<file path="src/rtl/cpu_ctrl_vic.sv">
// cpu_ctrl_vic: CPU control block with vectored interrupt controller.
//   Owns the control registers, the pipeline stall/flush network, interrupt
//   pending/mask/edge-mode state and a small saved-context stack for nested
//   exceptions.
// Ports:
//   clk, reset                      clock, async active-high reset
//   creg_rd_addr / creg_rd_data     combinational control register read
//   exe_mode                        1 = kernel, 0 = user
//   irq / int_detect                raw requests in, unmasked pending out
//   id_pc, mem_pc                   word PCs of ID and MEM stages
//   mem_en, mem_br_flag, mem_ctrl_op, mem_dst_addr, mem_exp_code, mem_out
//                                   MEM-stage instruction info
//   if_busy, mem_busy, ld_hazard    pipeline status in
//   *_stall, *_flush, new_pc        pipeline control out
// Commit rule: the MEM instruction takes effect on the clock edge where
// mem_en=1 and no stall is present; flush/new_pc are combinational and stay
// asserted for as long as the instruction waits in MEM.
module cpu_ctrl_vic #(
  parameter int         IRQ_CH      = 8,
  parameter int         STACK_DEPTH = 2,
  parameter int         VEC_SHIFT   = 2,
  parameter logic [2:0] EXP_EXT_INT = 3'd1
) (
  input  logic              clk,
  input  logic              reset,
  input  logic [4:0]        creg_rd_addr,
  output logic [31:0]       creg_rd_data,
  output logic              exe_mode,
  input  logic [IRQ_CH-1:0] irq,
  output logic              int_detect,
  input  logic [29:0]       id_pc,
  input  logic [29:0]       mem_pc,
  input  logic              mem_en,
  input  logic              mem_br_flag,
  input  logic [1:0]        mem_ctrl_op,
  input  logic [4:0]        mem_dst_addr,
  input  logic [2:0]        mem_exp_code,
  input  logic [31:0]       mem_out,
  input  logic              if_busy,
  input  logic              mem_busy,
  input  logic              ld_hazard,
  output logic              if_stall,
  output logic              id_stall,
  output logic              ex_stall,
  output logic              mem_stall,
  output logic              if_flush,
  output logic              id_flush,
  output logic              ex_flush,
  output logic              mem_flush,
  output logic [29:0]       new_pc
);
  localparam logic [1:0] OP_WRCR  = 2'd1;
  localparam logic [1:0] OP_EXRT  = 2'd2;
  localparam logic [2:0] DEPTH_C  = 3'(STACK_DEPTH);
  localparam logic [1:0] FULL_TOP = 2'(STACK_DEPTH - 1);

  // Stack entry layout: [31] exe_mode, [30] int_en, [29:0] epc (word).
  // Storage is sized for the maximum depth; only STACK_DEPTH entries are used.
  logic [31:0]       stk_q [4];
  logic [31:0]       stk_d [4];
  logic [2:0]        cnt_q, cnt_d;
  logic              exe_mode_q, exe_mode_d, int_en_q, int_en_d;
  logic              ovf_q, ovf_d, unf_q, unf_d;
  logic [29:0]       exp_vector_q, exp_vector_d;
  logic [2:0]        exp_code_q, exp_code_d;
  logic              dly_flag_q, dly_flag_d;
  logic [3:0]        irq_id_q, irq_id_d;
  logic [IRQ_CH-1:0] mask_q, mask_d, edge_mode_q, edge_mode_d;
  logic [IRQ_CH-1:0] pend_q, pend_d, irq_q;
  logic [29:0]       pre_pc_q, pre_pc_d;
  logic              br_flag_q, br_flag_d;

  logic              stall, commit, is_exc, is_exrt, is_wrcr, is_ext;
  logic [1:0]        top_idx;
  logic [31:0]       top_entry;
  logic [IRQ_CH-1:0] pending, req, sel_oh, pend_clr;
  logic [3:0]        irq_sel;
  logic              flush;

  assign stall   = if_busy | mem_busy;
  assign commit  = mem_en & ~stall;
  assign is_exc  = mem_en & (mem_exp_code != 3'd0);
  assign is_exrt = mem_en & ~is_exc & (mem_ctrl_op == OP_EXRT);
  assign is_wrcr = mem_en & ~is_exc & (mem_ctrl_op == OP_WRCR);
  assign is_ext  = mem_exp_code == EXP_EXT_INT;

  assign top_idx   = (cnt_q == 3'd0) ? 2'd0 : 2'(cnt_q - 3'd1);
  assign top_entry = stk_q[top_idx];

  // Level channels read the live request; edge channels read the latch.
  assign pending    = (pend_q & edge_mode_q) | (irq & ~edge_mode_q);
  assign req        = pending & ~mask_q;
  assign int_detect = int_en_q & (|req);
  assign exe_mode   = exe_mode_q;

  // Lowest-index unmasked pending channel wins.
  always_comb begin
    irq_sel = 4'd0;
    sel_oh  = '0;
    for (int i = IRQ_CH - 1; i >= 0; i--) begin
      if (req[i]) begin
        irq_sel   = 4'(i);
        sel_oh    = '0;
        sel_oh[i] = 1'b1;
      end
    end
  end

  always_comb begin
    flush  = 1'b0;
    new_pc = 30'd0;
    if (is_exc) begin
      flush  = 1'b1;
      new_pc = exp_vector_q + (is_ext ? (30'(irq_sel) << VEC_SHIFT) : 30'd0);
    end else if (is_exrt) begin
      flush  = 1'b1;
      new_pc = (cnt_q == 3'd0) ? 30'd0 : top_entry[29:0];
    end else if (is_wrcr) begin
      flush  = 1'b1;
      new_pc = mem_pc;
    end
  end

  assign if_stall  = stall | ld_hazard;
  assign id_stall  = stall;
  assign ex_stall  = stall;
  assign mem_stall = stall;
  assign if_flush  = flush;
  assign id_flush  = flush | ld_hazard;
  assign ex_flush  = flush;
  assign mem_flush = flush;

  always_comb begin
    creg_rd_data = 32'd0;
    case (creg_rd_addr)
      5'd0: creg_rd_data = {28'd0, ovf_q, unf_q, int_en_q, exe_mode_q};
      5'd1: creg_rd_data = {30'd0, top_entry[30], top_entry[31]};
      5'd2: creg_rd_data = {id_pc, 2'b00};
      5'd3: creg_rd_data = {top_entry[29:0], 2'b00};
      5'd4: creg_rd_data = {exp_vector_q, 2'b00};
      5'd5: creg_rd_data = {20'd0, irq_id_q, 4'd0, dly_flag_q, exp_code_q};
      5'd6: creg_rd_data = 32'(mask_q);
      5'd7: creg_rd_data = 32'(pending);
      5'd8: creg_rd_data = 32'(edge_mode_q);
      5'd9: creg_rd_data = 32'(cnt_q);
      default: creg_rd_data = 32'd0;
    endcase
  end

  always_comb begin
    stk_d        = stk_q;
    cnt_d        = cnt_q;
    exe_mode_d   = exe_mode_q;
    int_en_d     = int_en_q;
    ovf_d        = ovf_q;
    unf_d        = unf_q;
    exp_vector_d = exp_vector_q;
    exp_code_d   = exp_code_q;
    dly_flag_d   = dly_flag_q;
    irq_id_d     = irq_id_q;
    mask_d       = mask_q;
    edge_mode_d  = edge_mode_q;
    pre_pc_d     = pre_pc_q;
    br_flag_d    = br_flag_q;
    pend_clr     = '0;
    if (commit) begin
      pre_pc_d  = mem_pc;
      br_flag_d = mem_br_flag;
      if (is_exc) begin
        // A full stack loses its newest context rather than blocking.
        if (cnt_q == DEPTH_C) begin
          stk_d[FULL_TOP] = {exe_mode_q, int_en_q, pre_pc_q};
          ovf_d           = 1'b1;
        end else begin
          stk_d[cnt_q[1:0]] = {exe_mode_q, int_en_q, pre_pc_q};
          cnt_d             = cnt_q + 3'd1;
        end
        exe_mode_d = 1'b1;
        int_en_d   = 1'b0;
        exp_code_d = mem_exp_code;
        dly_flag_d = br_flag_q;
        if (is_ext) begin
          irq_id_d = irq_sel;
          pend_clr = sel_oh;
        end
      end else if (is_exrt) begin
        if (cnt_q == 3'd0) begin
          exe_mode_d = 1'b1;
          int_en_d   = 1'b0;
          unf_d      = 1'b1;
        end else begin
          exe_mode_d = top_entry[31];
          int_en_d   = top_entry[30];
          cnt_d      = cnt_q - 3'd1;
        end
      end else if (is_wrcr) begin
        case (mem_dst_addr)
          5'd0: begin
            exe_mode_d = mem_out[0];
            int_en_d   = mem_out[1];
            unf_d      = mem_out[2];
            ovf_d      = mem_out[3];
          end
          5'd1: stk_d[top_idx][31:30] = {mem_out[0], mem_out[1]};
          5'd3: stk_d[top_idx][29:0]  = mem_out[31:2];
          5'd4: exp_vector_d = mem_out[31:2];
          5'd5: begin
            irq_id_d   = mem_out[11:8];
            dly_flag_d = mem_out[3];
            exp_code_d = mem_out[2:0];
          end
          5'd6: mask_d      = mem_out[IRQ_CH-1:0];
          5'd7: pend_clr    = mem_out[IRQ_CH-1:0];
          5'd8: edge_mode_d = mem_out[IRQ_CH-1:0];
          default: ;
        endcase
      end
    end
    // Rising edges are applied after clears so a coincident set wins.
    pend_d = ((pend_q & ~pend_clr) | (irq & ~irq_q)) & edge_mode_q;
  end

  always_ff @(posedge clk or posedge reset) begin
    if (reset) begin
      for (int i = 0; i < 4; i++) stk_q[i] <= 32'd0;
      cnt_q        <= 3'd0;
      exe_mode_q   <= 1'b1;
      int_en_q     <= 1'b0;
      ovf_q        <= 1'b0;
      unf_q        <= 1'b0;
      exp_vector_q <= 30'd0;
      exp_code_q   <= 3'd0;
      dly_flag_q   <= 1'b0;
      irq_id_q     <= 4'd0;
      mask_q       <= '1;
      edge_mode_q  <= '0;
      pend_q       <= '0;
      irq_q        <= '0;
      pre_pc_q     <= 30'd0;
      br_flag_q    <= 1'b0;
    end else begin
      stk_q        <= stk_d;
      cnt_q        <= cnt_d;
      exe_mode_q   <= exe_mode_d;
      int_en_q     <= int_en_d;
      ovf_q        <= ovf_d;
      unf_q        <= unf_d;
      exp_vector_q <= exp_vector_d;
      exp_code_q   <= exp_code_d;
      dly_flag_q   <= dly_flag_d;
      irq_id_q     <= irq_id_d;
      mask_q       <= mask_d;
      edge_mode_q  <= edge_mode_d;
      pend_q       <= pend_d;
      irq_q        <= irq;
      pre_pc_q     <= pre_pc_d;
      br_flag_q    <= br_flag_d;
    end
  end
endmodule
</file>
<file path="config.mk">
export PLATFORM = sky130hd
export DESIGN_NAME = cpu_ctrl_vic
export DESIGN_NICKNAME = d
export VERILOG_FILES = /design/src/rtl/cpu_ctrl_vic.sv
export SDC_FILE = /design/constraint.sdc
export NUM_CORES = 1
export LEC_CHECK = 0
export CAP_MARGIN = 20
export CORE_UTILIZATION = 50
export DETAILED_ROUTE_END_ITERATION = 6
export PLACE_DENSITY_LB_ADDON = 0.25
export SYNTH_ARGS = -nofsm -noshare
export SYNTH_HDL_FRONTEND = slang
export SYNTH_SLANG_ARGS = --single-unit
</file>
<file path="constraint.sdc">
create_clock -name clk -period 8.53 [get_ports clk]
set_input_delay 1.706 -clock clk [delete_from_list [all_inputs] [get_ports clk]]
set_output_delay 1.706 -clock clk [all_outputs]
set_load 0.1 [all_outputs]
</file>
==> results of run 1 <==
==> sequential cells by signal, indices dropped and copies added, names as in the netlist, 3 cells and up <==
signal / flops
pend_q: 8
mask_q: 8
exp_code_q: 3
irq_q: 8
irq_id_q: 4
exp_vector_q: 30
edge_mode_q: 8
pre_pc_q: 30
cnt_q: 3
stk_q: 128
==> report_power, final <==
part | leakage (nW) | switching [mW] | internal (mW)
sequential | 3.07 | 0.167 | 1.35
combinational | 3.39 | 0.892 | 0.532
clock | 0.442 | 0.482 | 0.684
total | 6.90 | 1.54 | 2.56
==> per-layer routing <==
| layer | part of all wire | vias up | routed length (um) |
|---|---|---|---|
| met1 | 0.40 | 6287 | 18850 |
| met5 | 0 | - | 0 |
| met2 | 0.45 | 905 | 21230 |
| li1 | - | 5456 | - |
| met4 | 0.038 | 0 | 1777 |
| met3 | 0.11 | 139 | 5038 |
==> placed cells by master (no fill, tap or decap), drive strengths merged, types with 8 or more instances in the layout <==
master | Yosys | routed
dfstp | 9 | 9
mux4 | 32 | 32
inv | 44 | 45
nor3 | 15 | 15
nor4 | 9 | 9
clkdlybuf4s50 | 0 | 168
a21o | 8 | 8
a21oi | 91 | 91
buf | 42 | 56
a221oi | 13 | 13
xnor2 | 19 | 19
nor2 | 97 | 97
or2 | 8 | 8
ha | 9 | 9
dfrtp | 227 | 227
a22oi | 29 | 29
o21ai | 50 | 50
a222oi | 27 | 27
clkbuf | 79 | 42
nand3 | 14 | 14
a32o | 31 | 31
nor2b | 14 | 14
mux2 | 86 | 86
a22o | 10 | 10
nand4 | 11 | 11
mux2i | 9 | 9
nand2 | 176 | 176
a32oi | 97 | 97
==> cell type report <==
type                       count  area, um2  area share
tap                          335      419.2     0.02522
timing repair buffer         224       2117      0.1274
sequential                   236       5917      0.3561
clock buffer                  42      812.0     0.04887
inverter                      44      172.7     0.01039
clock inverter                 7      75.07    0.004518
multi-input combinational    962       7104      0.4275
==> through the flow <==
stage	instances	utilization	hold WS (ns)	worst slack, ns
finish	1850	0.6305	0.4458	0.9051
global route	1850	0.6305	0.4771	0.7161
CTS	1850	0.6305	0.4520	0.9454
detailed placement	1801	0.5969	0.4405	0.9525
global placement	1799	0.5957	0.4154	1.076
floorplan	1363	-	0.3988	0.3642
==> logic make-up after synthesis <==
family,synth area share
flip-flops,0.4353
multiplexers,0.1309
adder cells (fa/ha/maj),0.009758
buffers and inverters,0.04934
AND/OR/NAND/NOR,0.1334
XOR/XNOR,0.01547
AO/OA/AOI/OAI,0.2258
==> path summary, 6_finish.rpt <==
kind / start / end / slack, ns
max: mem_exp_code[2] / new_pc[29] / 0.91
min: irq_q[1]$_DFF_PP0_ / pend_q[1]$_DFF_PP0_ / 0.45
max reg2reg: cnt_q[0]$_DFFE_PP0P_ / stk_q[100]$_DFFE_PP0P_ / 4.78
min reg2reg: irq_q[1]$_DFF_PP0_ / pend_q[1]$_DFF_PP0_ / 0.45
max in group asynchronous: reset / stk_q[65]$_DFFE_PP0P_ / 5.44
min in group asynchronous: reset / pend_q[1]$_DFF_PP0_ / 1.66
==> results.py, run 1 <==
metrics = {
    "pwr": {
        "power.density_nw_per_um2": 247.1,
        "totalPowerFinal_mw": 4.106,
        "power.leakage_nw": 6.901,
        "peakVddDrop_uv": 168.2,
    },
    "sta": {
        "finalHoldViolCount": 0,
        "worstMarginPinSlew_ns": 1.163,
        "setup_viol": 0,
        "max_freq_mhz": 131.1,
        "fin_crit_ns": 7.625,
        "fin_crit_sh": 0.8939,
        "tns_ns": 0,
        "max-slew-margin-rel": 0.2228,
        "rsz0062_at_grt": "false",
        "slew_viol_final": 0,
        "fin_skew_ns": 0.01231,
    },
    "hold_path": {
        "hp-class": "reg -> reg",
        "min_path_cells": 1,
    },
    "routing": {
        "first_pass_iters": 7,
        "viasPerCell": 6.912,
        "routedWlPerCell_um": 25.35,
        "drt_wl_total_mm": 46.89,
        "num_vias": 12790,
        "drt_iter0_markers": 1825,
        "drc": 14,
        "ant_nets": 0,
    },
    "synth": {
        "syn-instance-count": 1363,
        "syn_area_um2": 13590,
        "yosys.cell_types.count": 75,
        "synth_ff_type": "dfrtp_1",
        "ys_seq_area_frac": 0.4353,
        "syn_avg_cell_area_um2": 9.972,
        "synth_nets": 1495,
        "yosysTopAreaCell": "dfrtp_1",
        "synth_edf_count": 0,
        "ys_ff_latch": 236,
        "async_flop_share": 1.000,
        "ys_warn_count": 0,
        "yosys.cell_count.top_type": "dfrtp_1",
        "synthTopCellsByCount": "227 x dfrtp_1, 176 x nand2_1, 97 x a32oi_1, 97 x nor2_1, 91 x a21oi_1",
        "ys_top_cells_by_area": "dfrtp_1 42%, mux2_2 7.0%, a32oi_1 6.3%",
        "synth_top_area_frac": 0.4179,
    },
    "finish": {
        "area_delta_synth_final_pct": 22.26,
        "n_fill_cell": 2132,
        "diodes": 0,
        "stdcell_area_um2": 16620,
        "drive_gt1_frac": 0.1696,
        "nets": 1627,
    },
    "global_routing": {
        "grt_util_met1": 0.4558,
        "grt_max_degree": 91,
        "met2_usage": 0.5159,
        "grt.busiest_layer": "met2",
        "grt_overflow_total": 0,
        "grtUsageMet3": 0.06250,
        "grt_util_all_layers": 0.3326,
        "grt_pass1_wl_mm": 72.48,
        "grt_pass1_vias": 12530,
        "antenna_found_initial": 0,
    },
    "placement": {
        "port_buffers": 193,
        "dpl_cell_area_um2": 15730,
        "gp_congestion": 0.9529,
        "place_hpwl_mm": 29.70,
    },
    "setup_path": {
        "crit_type": "in -> out",
        "required_ns": 6.82,
        "crit_cells": 12,
        "ff2ff_path_depth": 10,
        "crit_family": "simple AND/OR/NAND/NOR gates",
        "cpPeakStageDelay_ns": 0.75,
        "crit_chain": "clkdlybuf4s50_1 > nor2_1 > nand2_1 > or4_1 > nor2_1 > ha_1 > a21oi_1 > buf_4 > or4b_1 > or4_1 > nand3_1 > buf_4",
        "path_buf_inv": 3,
        "arrival_ns": 5.92,
        "slowest_stage": "or4b_1",
        "cp_max_fo": 9,
        "start_kind": "input port",
        "endpoint_kind": "output port",
    },
    "floorplan": {
        "core_area_um2": 26350,
        "rows": 59,
        "die_h_um": 166.9,
        "start_util": 0.5157,
        "num_io_pins": 194,
        "die_x_um": 166.9,
        "dieArea_um2": 27850,
    },
    "run": {
        "cap_violations": 0,
    },
    "clock_network": {
        "post_cts_resized": 0,
        "h-tree-depth": 1,
        "clock-sinks": 236,
        "clock_path_buffers": 3,
        "cts-hold-fix-buffers": 0,
        "cts_setup_buffers": 0,
        "clk_pin_slew_ns": 0.06,
        "cts_tree": "built",
        "cts_buffers": 27,
        "clockRootBuffer": "clkbuf_16",
        "clk_latency_ns": 0.55,
    },
    "run_status": {
        "violations": "design-rule violations",
        "outcome": "finished with violations",
    },
}
(Power assumes the default switching activity.)
==> run 2: changes to the inputs <==
- CAP_MARGIN: 20 -> unset
- RECOVER_POWER: unset -> 50
==> run 2 against run 1 <==
Net effect:
- the run ends with max-capacitance violations, max-slew violations left
- flip-flop and latch count unchanged
- final area fell by 0.27%
- critical path depth unchanged
- utilization is 0.17 points lower
- first-iteration DRC count down 7.4%
- clock-buffer cell count stayed put
- critical endpoint unchanged
- highest routed layer unchanged
==> results.py, run 2 (synthesized netlist as in run 1, its figures left out) <==
metrics = {
    "routing": {
        "viasPerCell": 6.927,
        "routedWlPerCell_um": 25.42,
        "drt_wl_total_mm": 46.95,
        "first_pass_iters": 7,
        "drt_iter0_markers": 1690,
        "ant_nets": 0,
        "drc": 0,
        "num_vias": 12800,
    },
    "floorplan": {
        "num_io_pins": 194,
        "start_util": 0.5157,
        "core_area_um2": 26350,
        "rows": 59,
        "dieArea_um2": 27850,
        "die_x_um": 166.9,
        "die_h_um": 166.9,
    },
    "sta": {
        "fin_ws_ns": 0.8760,
        "max-slew-margin-rel": -1.800,
        "rsz0062_at_grt": "false",
        "worstMarginPinSlew_ns": 4.177,
        "tns_ns": 0,
        "fin_skew_ns": 0.007868,
        "fin_crit_ns": 7.654,
        "finalHoldViolCount": 0,
        "setup_viol": 0,
        "max_freq_mhz": 130.7,
        "slew_viol_final": 285,
        "fin_crit_sh": 0.8973,
    },
    "pwr": {
        "peakVddDrop_uv": 169.4,
        "p_comb_frac": 0.347,
        "power.density_nw_per_um2": 248.5,
        "p_seq_frac": 0.368,
        "switchingPower_mw": 1.532,
        "power.leakage_nw": 6.869,
        "p_int_mw": 2.587,
        "totalPowerFinal_mw": 4.119,
        "switching_share": 0.3720,
        "clkPwrFrac": 0.285,
    },
    "finish": {
        "largest_reg_flops": 128,
        "nets": 1624,
        "fin_util": 0.6288,
        "diodes": 0,
        "drive_gt1_frac": 0.1653,
        "area_delta_synth_final_pct": 21.93,
        "stdcell_area_um2": 16570,
        "final_common_cell": "dfrtp_1",
        "top_regs": "stk_q x128, exp_vector_q x30, pre_pc_q x30",
        "n_fill_cell": 2146,
        "regMostFlops": "stk_q",
        "final_cell_mix": "227 x dfrtp_1, 176 x nand2_1, 158 x clkdlybuf4s50_1",
    },
    "setup_path": {
        "critPathLaunch": "mem_exp_code[1]",
        "reg2reg_from": "cnt_q[0]$_DFFE_PP0P_",
        "start_kind": "input port",
        "endpoint_kind": "output port",
        "arrival_ns": 5.95,
        "cp_max_fo": 9,
        "r2r_slack_ns": 4.40,
        "required_ns": 6.82,
        "critPathCapture": "new_pc[29]",
        "ff2ff_path_depth": 9,
        "crit_type": "in -> out",
        "rr_endpoint": "stk_q[100]$_DFFE_PP0P_",
    },
    "clock_network": {
        "cts-hold-fix-buffers": 0,
        "clockRootBuffer": "clkbuf_16",
        "cts_tree": "built",
        "cts_buffers": 26,
        "post_cts_resized": 0,
        "clk_pin_slew_ns": 0.06,
        "clock_path_buffers": 3,
        "cts_setup_buffers": 0,
        "clock-sinks": 236,
        "clk_latency_ns": 0.54,
        "h-tree-depth": 1,
    },
    "placement": {
        "dpl_cell_area_um2": 15700,
        "gp_congestion": 0.9529,
        "place_ws_ns": 0.9700,
        "place_hpwl_mm": 29.60,
        "port_buffers": 193,
    },
    "global_routing": {
        "grt_util_all_layers": 0.3334,
        "grt_pass1_wl_mm": 72.68,
        "grt_pass1_vias": 12530,
        "grt_overflow_total": 0,
        "grt.busiest_layer": "met2",
        "grt_util_met1": 0.4624,
        "antenna_found_initial": 0,
        "grtUsageMet3": 0.06274,
        "grt_max_degree": 91,
        "met2_usage": 0.5130,
    },
    "run_status": {
        "violations": "max-capacitance violations, max-slew violations",
        "outcome": "finished with violations",
    },
    "hold_path": {
        "hp-start": "irq_q[1]$_DFF_PP0_",
        "hp-class": "reg -> reg",
    },
    "run": {
        "cap_violations": 4,
    },
}
[run 2: routing by layer]
layer | up-vias | wire (um)
li1 | 5442 | -
met2 | 923 | 21260
met4 | 0 | 1713
met1 | 6292 | 18700
met5 | - | 0
met3 | 138 | 5279
[run 2: area by class of cell]
type | instances | area [um2] | area share
Inverter | 44 | 166.4 | 0.01004
Multi-Input combinational cell | 962 | 7104 | 0.4287
Tap cell | 335 | 419.2 | 0.02529
Clock inverter | 6 | 116.4 | 0.007022
Timing Repair Buffer | 222 | 2078 | 0.1254
Clock buffer | 42 | 770.7 | 0.04651
Sequential cell | 236 | 5917 | 0.3570
[run 2: worst min path at each step]
stage | end | slack (ns) | cells after the start
floorplan | pend_q[1]$_DFF_PP0_ | 0.40 | 1
global placement | pend_q[1]$_DFF_PP0_ | 0.42 | 1
detailed placement | pend_q[1]$_DFF_PP0_ | 0.44 | 1
CTS | pend_q[1]$_DFF_PP0_ | 0.45 | 1
global route | pend_q[1]$_DFF_PP0_ | 0.48 | 1
finish | pend_q[1]$_DFF_PP0_ | 0.45 | 1
[run 2: critical path: stages]
cell,delay (ns)
clkdlybuf4s50_1,0.59
nor2_1,0.53
nand2_1,0.32
or4_1,0.52
nor2_1,0.14
ha_1,0.22
a21oi_1,0.06
buf_4,0.18
or4b_1,0.74
or4_1,0.56
nand3_1,0.10
buf_4,0.29
[run 2: stage by stage]
stage,hold slack [ns],std cells
6_report,0.4503,1847
3_3_place_gp,0.4154,1799
2_1_floorplan,0.3988,1363
3_5_place_dp,0.4415,1799
5_1_grt,0.4804,1847
4_1_cts,0.4514,1847
[run 2: power by group through the flow]
stage | clock, mW | combinational [mW] | sequential [mW]
6_report | 1.17 | 1.43 | 1.52
5_1_grt | 1.22 | 1.50 | 1.54
4_1_cts | 1.18 | 1.40 | 1.51
3_5_place_dp | 0 | 1.39 | 1.52
3_3_place_gp | 0 | 1.37 | 1.51
2_1_floorplan | 0 | 0.959 | 1.48
